==> src/rtl/song_recorder.sv <==
`default_nettype none
// ============================================================================
// Module      : song_recorder
// Description : Debounced piano-key note recorder that stores
//               {note, octave, duration} entries for later playback.
// Revision    : 1.0
// ============================================================================
module song_recorder #(
    parameter int TICK_DIV = 12_500_000,
    parameter int DEBOUNCE = 1_000_000,
    parameter int DEPTH    = 32
) (
    input  logic        clk,
    input  logic        reset,
    input  logic [6:0]  keys,
    input  logic [1:0]  octave,
    input  logic        write_on,
    input  logic [5:0]  rd_addr,
    output logic [11:0] rd_data,
    output logic [5:0]  song_len,
    output logic        recording,
    output logic        full
);

    localparam int c_TICK_W = (TICK_DIV > 1) ? $clog2(TICK_DIV) : 1;
    localparam int c_DB_W   = $clog2(DEBOUNCE + 1);
    localparam int c_AW     = (DEPTH > 1) ? $clog2(DEPTH) : 1;

    localparam logic [c_TICK_W-1:0] c_TICK_LAST = c_TICK_W'(TICK_DIV - 1);
    localparam logic [c_DB_W-1:0]   c_DB_LAST   = c_DB_W'(DEBOUNCE - 1);
    localparam logic [6:0]          c_LEN_LAST  = 7'(DEPTH - 1);
    localparam logic [5:0]          c_DUR_MAX   = 6'd63;

    localparam logic [1:0] c_IDLE  = 2'd0;
    localparam logic [1:0] c_REC   = 2'd1;
    localparam logic [1:0] c_CLOSE = 2'd2;

    logic [3:0]          w_code;
    logic [3:0]          r_cand;
    logic [c_DB_W-1:0]   r_db_cnt;
    logic [3:0]          r_note;

    logic [1:0]          r_state;
    logic [1:0]          w_state_nxt;
    logic                r_wr_q;
    logic                r_wr_qq;
    logic                w_wr_rise;
    logic                w_wr_fall;
    logic [c_TICK_W-1:0] r_tick;
    logic [c_TICK_W-1:0] w_tick_nxt;
    logic                w_tick_wrap;
    logic [5:0]          r_dur;
    logic [5:0]          w_dur_nxt;
    logic [3:0]          r_cur_note;
    logic [1:0]          r_cur_oct;
    logic [6:0]          r_len;
    logic                r_full;
    logic                w_we;
    logic                w_load;
    logic                w_start;
    logic                w_leading_rest;
    logic [11:0]         w_wdata;
    logic [11:0]         r_rd_data;
    logic [11:0]         r_mem [DEPTH];

    // Lowest-indexed pressed key wins; no key pressed encodes a rest.
    always_comb begin
        w_code = 4'd0;
        for (int i = 6; i >= 0; i--) begin
            if (keys[i]) w_code = 4'(i + 1);
        end
    end

    always_ff @(posedge clk) begin
        if (!reset) begin
            r_cand   <= 4'd0;
            r_db_cnt <= '0;
            r_note   <= 4'd0;
        end else if (w_code != r_cand) begin
            r_cand   <= w_code;
            r_db_cnt <= c_DB_W'(1);
        end else if (r_db_cnt >= c_DB_LAST) begin
            r_note   <= r_cand;
        end else begin
            r_db_cnt <= r_db_cnt + c_DB_W'(1);
        end
    end

    assign w_wr_rise      = r_wr_q & ~r_wr_qq;
    assign w_wr_fall      = ~r_wr_q & r_wr_qq;
    assign w_tick_wrap    = (r_tick == c_TICK_LAST);
    assign w_leading_rest = (r_cur_note == 4'd0) && (r_len == 7'd0);
    assign w_wdata        = {r_cur_note, r_cur_oct, r_dur};

    always_comb begin
        w_state_nxt = r_state;
        w_tick_nxt  = r_tick;
        w_dur_nxt   = r_dur;
        w_we        = 1'b0;
        w_load      = 1'b0;
        w_start     = 1'b0;
        case (r_state)
            c_IDLE: begin
                w_tick_nxt = '0;
                if (w_wr_rise) begin
                    w_state_nxt = c_REC;
                    w_start     = 1'b1;
                    w_load      = 1'b1;
                    w_dur_nxt   = 6'd0;
                end
            end
            c_REC: begin
                w_tick_nxt = w_tick_wrap ? '0 : r_tick + c_TICK_W'(1);
                if (w_wr_fall) begin
                    // Close wins over a simultaneous note change; the tick still counts.
                    w_state_nxt = c_CLOSE;
                    if (w_tick_wrap && (r_dur != c_DUR_MAX)) w_dur_nxt = r_dur + 6'd1;
                end else if (r_note != r_cur_note) begin
                    w_we      = (r_dur != 6'd0) && !w_leading_rest;
                    w_load    = 1'b1;
                    w_dur_nxt = 6'd0;
                end else if (w_tick_wrap) begin
                    if (r_dur == c_DUR_MAX) begin
                        w_we      = !w_leading_rest;
                        w_dur_nxt = 6'd0;
                    end else begin
                        w_dur_nxt = r_dur + 6'd1;
                    end
                end
                if (w_we && (r_len == c_LEN_LAST)) w_state_nxt = c_IDLE;
            end
            c_CLOSE: begin
                w_tick_nxt  = '0;
                w_we        = (r_dur != 6'd0) && (r_cur_note != 4'd0);
                w_state_nxt = c_IDLE;
            end
            default: begin
                w_state_nxt = c_IDLE;
            end
        endcase
    end

    always_ff @(posedge clk) begin
        if (!reset) begin
            r_state    <= c_IDLE;
            r_tick     <= '0;
            r_dur      <= 6'd0;
            r_wr_q     <= 1'b0;
            r_wr_qq    <= 1'b0;
            r_cur_note <= 4'd0;
            r_cur_oct  <= 2'd0;
            r_len      <= 7'd0;
            r_full     <= 1'b0;
            r_rd_data  <= 12'd0;
        end else begin
            r_state <= w_state_nxt;
            r_tick  <= w_tick_nxt;
            r_dur   <= w_dur_nxt;
            r_wr_q  <= write_on;
            r_wr_qq <= r_wr_q;
            if (w_load) begin
                r_cur_note <= r_note;
                r_cur_oct  <= octave;
            end
            if (w_start) begin
                r_len  <= 7'd0;
                r_full <= 1'b0;
            end else if (w_we) begin
                r_len <= r_len + 7'd1;
                if (r_len == c_LEN_LAST) r_full <= 1'b1;
            end
            r_rd_data <= ({1'b0, rd_addr} < r_len) ? r_mem[rd_addr[c_AW-1:0]] : 12'd0;
        end
    end

    always_ff @(posedge clk) begin
        if (reset && w_we) r_mem[r_len[c_AW-1:0]] <= w_wdata;
    end

    assign rd_data   = r_rd_data;
    assign song_len  = r_len[5:0];
    assign recording = (r_state == c_REC);
    assign full      = r_full;

endmodule
`default_nettype wire

==> config.mk <==
export PLATFORM = sky130hd
export DESIGN_NAME = song_recorder
export DESIGN_NICKNAME = d
export VERILOG_FILES = /design/src/rtl/song_recorder.sv
export SDC_FILE = /design/constraint.sdc
export NUM_CORES = 1
export LEC_CHECK = 0
export CORE_MARGIN = 2
export CORE_UTILIZATION = 35
export DETAILED_ROUTE_END_ITERATION = 12
export GPL_ROUTABILITY_DRIVEN = 0
export PLACE_DENSITY_LB_ADDON = 0.08
export SLEW_MARGIN = 20
export SYNTH_ARGS = -nofsm -noshare
export SYNTH_HDL_FRONTEND = slang
export SYNTH_SLANG_ARGS = --single-unit
==> constraint.sdc <==
create_clock -name clk -period 6.2 [get_ports clk]
set_clock_uncertainty 0.15 [all_clocks]
set_input_delay 1.86 -clock clk [delete_from_list [all_inputs] [get_ports clk]]
set_output_delay 1.86 -clock clk [all_outputs]
set_load 0.1 [all_outputs]
==> flow_summary_export.csv, run 1 <==
group,metric,value,unit
outcome,status,"finished, final reports clean",
synthesis,muxShareOfSynthArea,13.66,%
cts,clk_root_buffer_cell,"clkbuf_16",
final_layout,nFillCells,4620,
synthesis,ys.warnings.count,0,
cts,path_clk_slew,0.06,ns
cts,cts_resized,0,
synthesis,synthAdderAreaFrac,1.191,%
sta,tightestPinTransition,1.042,ns
global_route,grt_overflow_total,0,
power_and_ir_drop,seqPwrFrac,50.4,%
synthesis,avgSynthCellArea,16.63,um^2
floorplanning,dieArea,0.05285,mm^2
floorplanning,start_util,35.52,%
synthesis,synthArstFlopShare,0,%
place,dp.final_hpwl,25.54,mm
synthesis,synth_top_family_by_area,"multiplexers",
synthesis,yosys.area_share.xor_xnor,1.864,%
route,drc,0,
final_layout,area_growth,14.86,%
synthesis,synth.distinct_cells,64,
cts,hold_buffers,0,
final_layout,antenna_cells,0,
synthesis,synthSimpleGateAreaFrac,8.162,%
sta,rsz0062_at_grt,"false",
global_route,grt_use_total,16.03,%
setup_path,critPathLaunchType,"flop",
power_and_ir_drop,pwr-share-comb,3.8,%
power_and_ir_drop,switchingPower,1289,uW
final_layout,drive_gt1_share,17.43,%
power_and_ir_drop,p_int,4945,uW
global_route,grt_pass1_wl,63.10,mm
worst_hold_path,worst_hold_path_type,"flop to flop",
cts,insertion_delay,0.58,ns
power_and_ir_drop,clkPwrFrac,45.8,%
power_and_ir_drop,power_density,303.9,mW/mm^2
sta,worst_slew_margin_rel,30.00,%
setup_path,path_max_fanout,12,
sta,whs,0.3287,ns
sta,fmax,0.2150,GHz
sta,final_hold_viol_count,0,
floorplanning,row_count,82,
final_layout,nets,1159,
cts,cts_setup_buffers,0,
sta,setup_ws,1.549,ns
synthesis,synth_edf_count,352,
sta,drv_slew,0,
synthesis,synth_cells,1074,
final_layout,multi_input_area,0.005278,mm^2
power_and_ir_drop,switching_share,20.67,%
route,vias,9349,
floorplanning,die-height,229.9,um
cts,numCtsBuffers,48,
final_layout,layout_commonest_cell,"edfxtp_1",
setup_path,arrival,2.64,ns
route,drtPass1Iterations,4,
setup_path,cp-end-kind,"output port",
power_and_ir_drop,power_leakage,0.006937,uW
synthesis,synth_area,0.01786,mm^2
global_route,grt_pass1_vias,9548,
floorplanning,die_w,229.9,um
route,ant_nets,0,
route,drt_iter0_drc,689,
sta,finalSetupViolCount,0,
route,routed_wl,41.71,mm
cts,tritoncts,"done",
job,maxCapViolations,0,
synthesis,synth_ff_type,"edfxtp_1",
power_and_ir_drop,peakVddDrop,0.1834,mV
setup_path,cp.required,4.19,ns
route,vias_per_cell,5.106,
sta,fin_crit_sh,75.02,%
global_route,grt_max_degree,54,
synthesis,synth-seq-area-share,68.61,%
route,wire_per_inst,22.78,um
floorplanning,coreArea,0.05027,mm^2
synthesis,ys_seq_elements,436,
cts,cts_buffer_depth,3,
synthesis,synth_fp_nets,1109,
place,io_buffers,36,
cts,cts.sinks,436,
global_route,antenna_found_initial,0,
setup_path,worstSetupPathType,"flop to output port",
cts,htree_levels,2,
place,place_ws,1.643,ns
sta,layout_min_cycle_time,4.651,ns
final_layout,seq_area,0.01225,mm^2
sta,totalNegativeSetupSlack,0,ns
floorplanning,pin_count,38,
synthesis,synth_compound_area_share,4.596,%
final_layout,final_cell_mix,"352 x edfxtp_1, 99 x mux4_2, 84 x dfxtp_1",
metrics by stage:
| stage | std cells | power [uW] | util, % | cell area (um^2) |
|---|---|---|---|---|
| after floorplan | 1074 | 3369 | - | 17860 |
| after global placement | 1746 | 3448 | 37.70 | 18950 |
| after detailed placement | 1746 | 3447 | 37.69 | 18950 |
| after CTS | 1831 | 6329 | 40.79 | 20510 |
| after global routing | 1831 | 6447 | 40.80 | 20510 |
| final | 1831 | 6233 | 40.80 | 20510 |
synth_stat cells, drive strengths merged (12+ instances only):
library cell	instances	area, um^2
edfxtp	352	10570
mux4	99	2230
dfxtp	84	1682
nor2	65	244.0
and3	45	281.5
nand2	35	131.4
buf	28	158.9
clkbuf	28	105.1
a21oi	27	146.4
xor2	26	227.7
a211oi	23	172.7
nor2b	23	143.9
o21ai	23	115.1
nand3	22	110.1
mux2i	21	210.2
inv	19	71.32
ha	17	212.7
nor3	16	80.08
nand4	12	75.07
xnor2	12	105.1
critical path: stages (launching register included):
cell             delay, ns
dfxtp_1               0.33
inv_1                 0.10
ha_1                  0.41
clkdlybuf4s50_1       1.22
path summary, 6_finish.rpt:
path / from / endpoint / slack [ns] / cells past startpoint
max reg2reg: r_cur_note[2] / r_mem[4][3] / 2.48 / 7
min reg2reg: r_cand[0] / r_note[0] / 0.33 / 2
min: r_cand[0] / r_note[0] / 0.33 / 2
max: r_state[1] / recording / 1.55 / 3
state kept, by name, summed over array words and instances, names as in the netlist:
| signal | count |
|---|---|
| r_tick | 24 |
| full | 1 |
| r_mem | 352 |
| r_len | 7 |
| r_wr_q | 1 |
| r_cur_note | 3 |
| r_dur | 6 |
| r_cur_oct | 2 |
| r_state | 2 |
| r_cand | 3 |
| r_wr_qq | 1 |
| r_note | 3 |
| r_db_cnt | 20 |
| rd_data | 11 |
cells by family after synthesis:
group                    count (synthesis)
flip-flops                             436
AND/OR/NAND/NOR                        269
multiplexers                           120
AO/OA/AOI/OAI                          117
buffers and inverters                   76
XOR/XNOR                                38
adder cells (fa/ha/maj)                 17
other                                    1
layer usage:
metal / share of wire (%) / global-route usage (%) / wire (um)
met5: 0 / 0 / 0
met4: 1.5 / 3.367 / 619
met3: 4.6 / 3.522 / 1922
met2: 45 / 24.57 / 18880
met1: 49 / 23.45 / 20290
power groups by stage:
stage          combinational (uW)  clock [uW]  sequential, uW
5_1_grt                       261        3050            3140
6_report                      239        2850            3140
3_5_place_dp                  246           0            3200
2_1_floorplan                 148           0            3220
3_3_place_gp                  246           0            3200
4_1_cts                       246        2940            3140
layout make-up:
class                           instances  share of cell area, %
Tap cell                              672                  4.099
Clock buffer                           63                  6.332
Clock inverter                         22                  1.275
Multi-Input combinational cell        562                  25.73
Timing Repair Buffer                   56                  2.470
Sequential cell                       436                  59.73
Inverter                               20                 0.3660
Note: power is estimated with default switching activity, not from simulation.
==> run 2, diff against run 1 <==
Clock period 6.2 ns to 4.06 ns, I/O delays scaled along.
==> flow_summary_export.csv, run 2 (synthesized netlist as in run 1, its figures left out) <==
group,metric,value,unit
job,maxCapViolations,0,
final_layout,area_growth,16.83,%
power_and_ir_drop,peakVddDrop,0.2924,mV
floorplanning,coreArea,0.05027,mm^2
setup_path,crit_family,"buffers and inverters",
cts,path_clk_slew,0.06,ns
final_layout,nets,1204,
final_layout,nFillCells,4585,
cts,insertion_delay,0.58,ns
cts,numCtsBuffers,49,
cts,htree_levels,2,
setup_path,arrival,2.02,ns
route,vias_per_cell,5.113,
setup_path,path_max_fanout,1,
cts,tritoncts,"done",
power_and_ir_drop,power_density,452.5,mW/mm^2
global_route,grt_max_degree,37,
final_layout,final_cell_mix,"352 x edfxtp_1, 99 x mux4_2, 84 x dfxtp_1",
route,routed_wl,43.06,mm
sta,layout_min_cycle_time,3.384,ns
route,ant_nets,0,
setup_path,worstReg2RegStart,"r_len[2]",
global_route,grt_use_total,16.62,%
cts,cts_setup_buffers,0,
route,wire_per_inst,22.93,um
sta,worst_slew_margin_rel,33.07,%
place,dp.cells,1790,
final_layout,largest_reg_flops,352,
setup_path,slowest_stage,"clkdlybuf4s50_1",
setup_path,crit_buf_inv,1,
final_layout,layout_commonest_cell,"edfxtp_1",
final_layout,final_cell_count_no_fill,1878,
floorplanning,die-height,229.9,um
floorplanning,row_count,82,
route,drtPass1Iterations,5,
floorplanning,start_util,35.52,%
place,io_buffers,36,
global_route,grt_pass1_wl,65.02,mm
sta,fmax,0.2955,GHz
route,drc,0,
floorplanning,dieArea,0.05285,mm^2
sta,fin_crit_sh,83.36,%
sta,finalSetupViolCount,0,
final_layout,drive_gt1_share,21.91,%
sta,totalNegativeSetupSlack,0,ns
floorplanning,die_w,229.9,um
setup_path,slowest_delay,1.13,ns
outcome,status,"finished, final reports clean",
setup_path,worstSetupPathType,"flop to output port",
floorplanning,pin_count,38,
sta,final_hold_viol_count,0,
cts,cts_resized,0,
power_and_ir_drop,power_leakage,0.007221,uW
global_route,grt_pass1_vias,9904,
global_route,grt_overflow_total,0,
sta,rsz0062_at_grt,"false",
sta,drv_slew,0,
place,dp.final_hpwl,26.32,mm
setup_path,critPathLaunch,"rd_data[7]",
worst_hold_path,worst_hold_path_type,"flop to flop",
setup_path,critPathLaunchType,"flop",
setup_path,cp-end-kind,"output port",
cts,cts_buffer_depth,3,
final_layout,postLayoutCoreUtil,41.50,%
route,drt_iter0_drc,673,
global_route,antenna_found_initial,0,
setup_path,cp.required,2.69,ns
setup_path,cp_cell_sequence,"clkdlybuf4s50_1",
sta,tightestPinTransition,1.004,ns
route,vias,9602,
cts,clk_root_buffer_cell,"clkbuf_16",
worst_hold_path,hp-start,"r_cand[0]",
cts,hold_buffers,0,
sta,whs,0.3231,ns
cts,cts.sinks,436,
[run 2: metal layers]
metal,vias to the layer above,global-route usage [%],share of wire (%)
met3,59,2.406,3.9
met2,183,26.59,47
li1,4436,-,-
met5,-,0,0
met4,0,4.899,2.1
met1,4924,23.61,47
[run 2: per-stage QoR]
step                      setup WS (ns)  instance area, um^2  power (uW)
after global placement           0.4494                19310        5280
after detailed placement         0.3926                19310        5281
after CTS                        0.6229                20860        9581
final                            0.6757                20860        9441
after global routing             0.6322                20860        9782
after floorplan                  0.9844                17860        5145
[run 2: area by class of cell]
cell class	count	area, um^2	share of cell area, %
diodes	1	2.502	0.01199
clock inverters	13	125.1	0.5997
flip-flops and latches	436	12250	58.72
inverters	20	75.07	0.3598
clock buffers	74	1423	6.819
multi-input cells	562	5274	25.28
repair buffers	100	872.1	4.180
well taps	672	840.8	4.030
[run 2: path summary, 6_finish.rpt]
kind,to,slack (ns),cells past startpoint
max reg2reg,r_mem[3][6],0.91,8
max,rd_data[7],0.68,1
min reg2reg,r_note[0],0.32,2
min,r_note[0],0.32,2
[run 2: where the power goes]
| part | internal, uW | leakage (uW) | switching, uW |
|---|---|---|---|
| clock | 2540 | 0.000754 | 1730 |
| combinational | 157 | 0.00233 | 225 |
| sequential | 4790 | 0.00413 | 8.66 |
==> run 3, diff against run 2 <==
Clock period 4.06 ns to 3 ns, I/O delays scaled along.
==> flow_summary_export.csv, run 3 (synthesized netlist as in run 1, its figures left out) <==
group,metric,value,unit
outcome,status,"finished, final reports clean",
final_layout,antenna_cells,0,
setup_path,cp_num_cells,8,
sta,layout_min_cycle_time,2.833,ns
floorplanning,start_util,35.52,%
job,maxCapViolations,0,
power_and_ir_drop,peakVddDrop,0.3560,mV
setup_path,crit_buf_inv,1,
setup_path,cp-end-kind,"flop",
sta,final_hold_viol_count,0,
cts,tritoncts,"done",
setup_path,crit_family,"simple AND/OR/NAND/NOR gates",
cts,cts.sinks,436,
sta,finalSetupViolCount,0,
setup_path,r2r_setup_slack,0.17,ns
final_layout,layout_commonest_cell,"edfxtp_1",
sta,rsz0062_at_grt,"true",
global_route,grt_use_total,16.33,%
route,routed_wl,42.15,mm
final_layout,final_cell_mix,"352 x edfxtp_1, 99 x mux4_2, 97 x buf_4",
setup_path,slowest_stage,"and3_2",
setup_path,critPathLaunchType,"flop",
route,vias_per_cell,5.058,
cts,cts_setup_buffers,0,
floorplanning,die-height,229.9,um
floorplanning,die_w,229.9,um
route,drtPass1Iterations,5,
setup_path,arrival,2.92,ns
sta,tightestPinTransition,0.6703,ns
place,dp.final_hpwl,27.21,mm
setup_path,critPathLaunch,"r_tick[1]",
cts,clk_root_buffer_cell,"clkbuf_16",
sta,worst_slew_margin_rel,55.31,%
power_and_ir_drop,power_leakage,0.007381,uW
worst_hold_path,worst_hold_path_type,"flop to flop",
cts,htree_levels,2,
final_layout,drive_gt1_share,26.03,%
global_route,grt_pass1_wl,64.70,mm
setup_path,cp-endpoint,"r_mem[18][0]",
final_layout,area_growth,18.68,%
floorplanning,dieArea,0.05285,mm^2
sta,fin_crit_sh,94.43,%
setup_path,worstSetupPathType,"flop to flop",
setup_path,cp_cell_sequence,"ha_1, nor4bb_1, and4_1, nand4b_1, o22ai_1, and3_1, buf_12, and3_2",
route,drt_iter0_drc,628,
floorplanning,pin_count,38,
final_layout,final_cell_count_no_fill,1909,
global_route,grt_max_degree,37,
setup_path,ff2ff_path_depth,8,
floorplanning,row_count,82,
setup_path,worstReg2RegStart,"r_tick[1]",
floorplanning,coreArea,0.05027,mm^2
setup_path,path_max_fanout,32,
route,wire_per_inst,22.08,um
sta,fmax,0.3530,GHz
cts,path_clk_slew,0.06,ns
final_layout,nets,1233,
global_route,grt_overflow_total,0,
cts,cts_buffer_depth,3,
setup_path,cp.required,3.09,ns
global_route,antenna_found_initial,0,
route,vias,9656,
power_and_ir_drop,power_density,598.9,mW/mm^2
sta,whs,0.3230,ns
place,dp.cells,1819,
route,ant_nets,0,
place,io_buffers,36,
setup_path,r2r_end,"r_mem[18][0]",
cts,numCtsBuffers,49,
global_route,grt_pass1_vias,10170,
cts,insertion_delay,0.58,ns
sta,drv_slew,0,
route,drc,0,
final_layout,largest_reg_flops,352,
setup_path,slowest_delay,0.43,ns
## run 3: cell count changes in the layout (fill, tap and decap cells not counted), moves of 2 or more
cell      before  now
dfxtp_2        0    2
clkinv_1       4    9
clkinv_2       4    7
buf_4         76   97
dfxtp_1       84   82
and3_2         0   25
and3_4         0    3
clkbuf_8       6    4
buf_12         7   16
and3_1        45   17
## run 3: final cells by class
type                       instances  area [um^2]
clock buffer                      72         1395
multi-input combinational        562         5316
timing repair buffer             129         1200
clock inverter                    18        112.6
sequential                       436        12250
inverter                          20        75.07
tap                              672        840.8
fill                            4610        29080
## run 3: metal layers
metal / share of wire (%) / track usage [%] / routed length [um]
met2: 46 / 25.44 / 19390
met3: 3.7 / 2.778 / 1554
met4: 1.8 / 4.073 / 774
met1: 48 / 23.81 / 20430
met5: 0 / 0 / 0
## run 3: worst min-delay path by stage
stage	depth (start not counted)	endpoint	start	slack (ns)
floorplan	2	r_note[0]	r_cand[0]	0.29
detailed placement	2	r_note[0]	r_cand[0]	0.32
CTS	2	r_note[0]	r_cand[0]	0.32
global route	2	r_note[0]	r_cand[0]	0.35
global placement	2	r_note[0]	r_cand[0]	0.32
finish	2	r_note[0]	r_cand[0]	0.32
## run 3: power breakdown
part	switching (uW)	leakage (uW)	internal [uW]
logic	315	0.00249	241
registers	9.86	0.00415	6480
clock network	2360	0.000740	3290
## run 3: worst register-to-register path, stage by stage (launching register included)
cell      delay, ns
dfxtp_1        0.33
ha_1           0.20
nor4bb_1       0.28
and4_1         0.30
nand4b_1       0.16
o22ai_1        0.20
and3_1         0.24
buf_12         0.19
and3_2         0.45
## run 3: metrics by stage
| stage | util [%] | instance area (um^2) | setup TNS (ns) | power [uW] | worst slack [ns] |
|---|---|---|---|---|---|
| finish | 42.16 | 21190 | 0 | 12690 | 0.1672 |
| global route | 42.16 | 21190 | -0.03790 | 13140 | -0.004696 |
| CTS | 42.13 | 21180 | 0 | 12890 | 0.005693 |
| detailed placement | 39.07 | 19640 | -12.17 | 7179 | -0.09981 |
| global placement | 39.07 | 19640 | -10.08 | 7180 | -0.08854 |
| floorplan | - | 17860 | 0 | 6959 | 0.1631 |
## run 3: timing repair
item,4_1_cts,5_1_grt
resized for setup,26,5
setup endpoints to repair,281,44
hold buffers,0,0
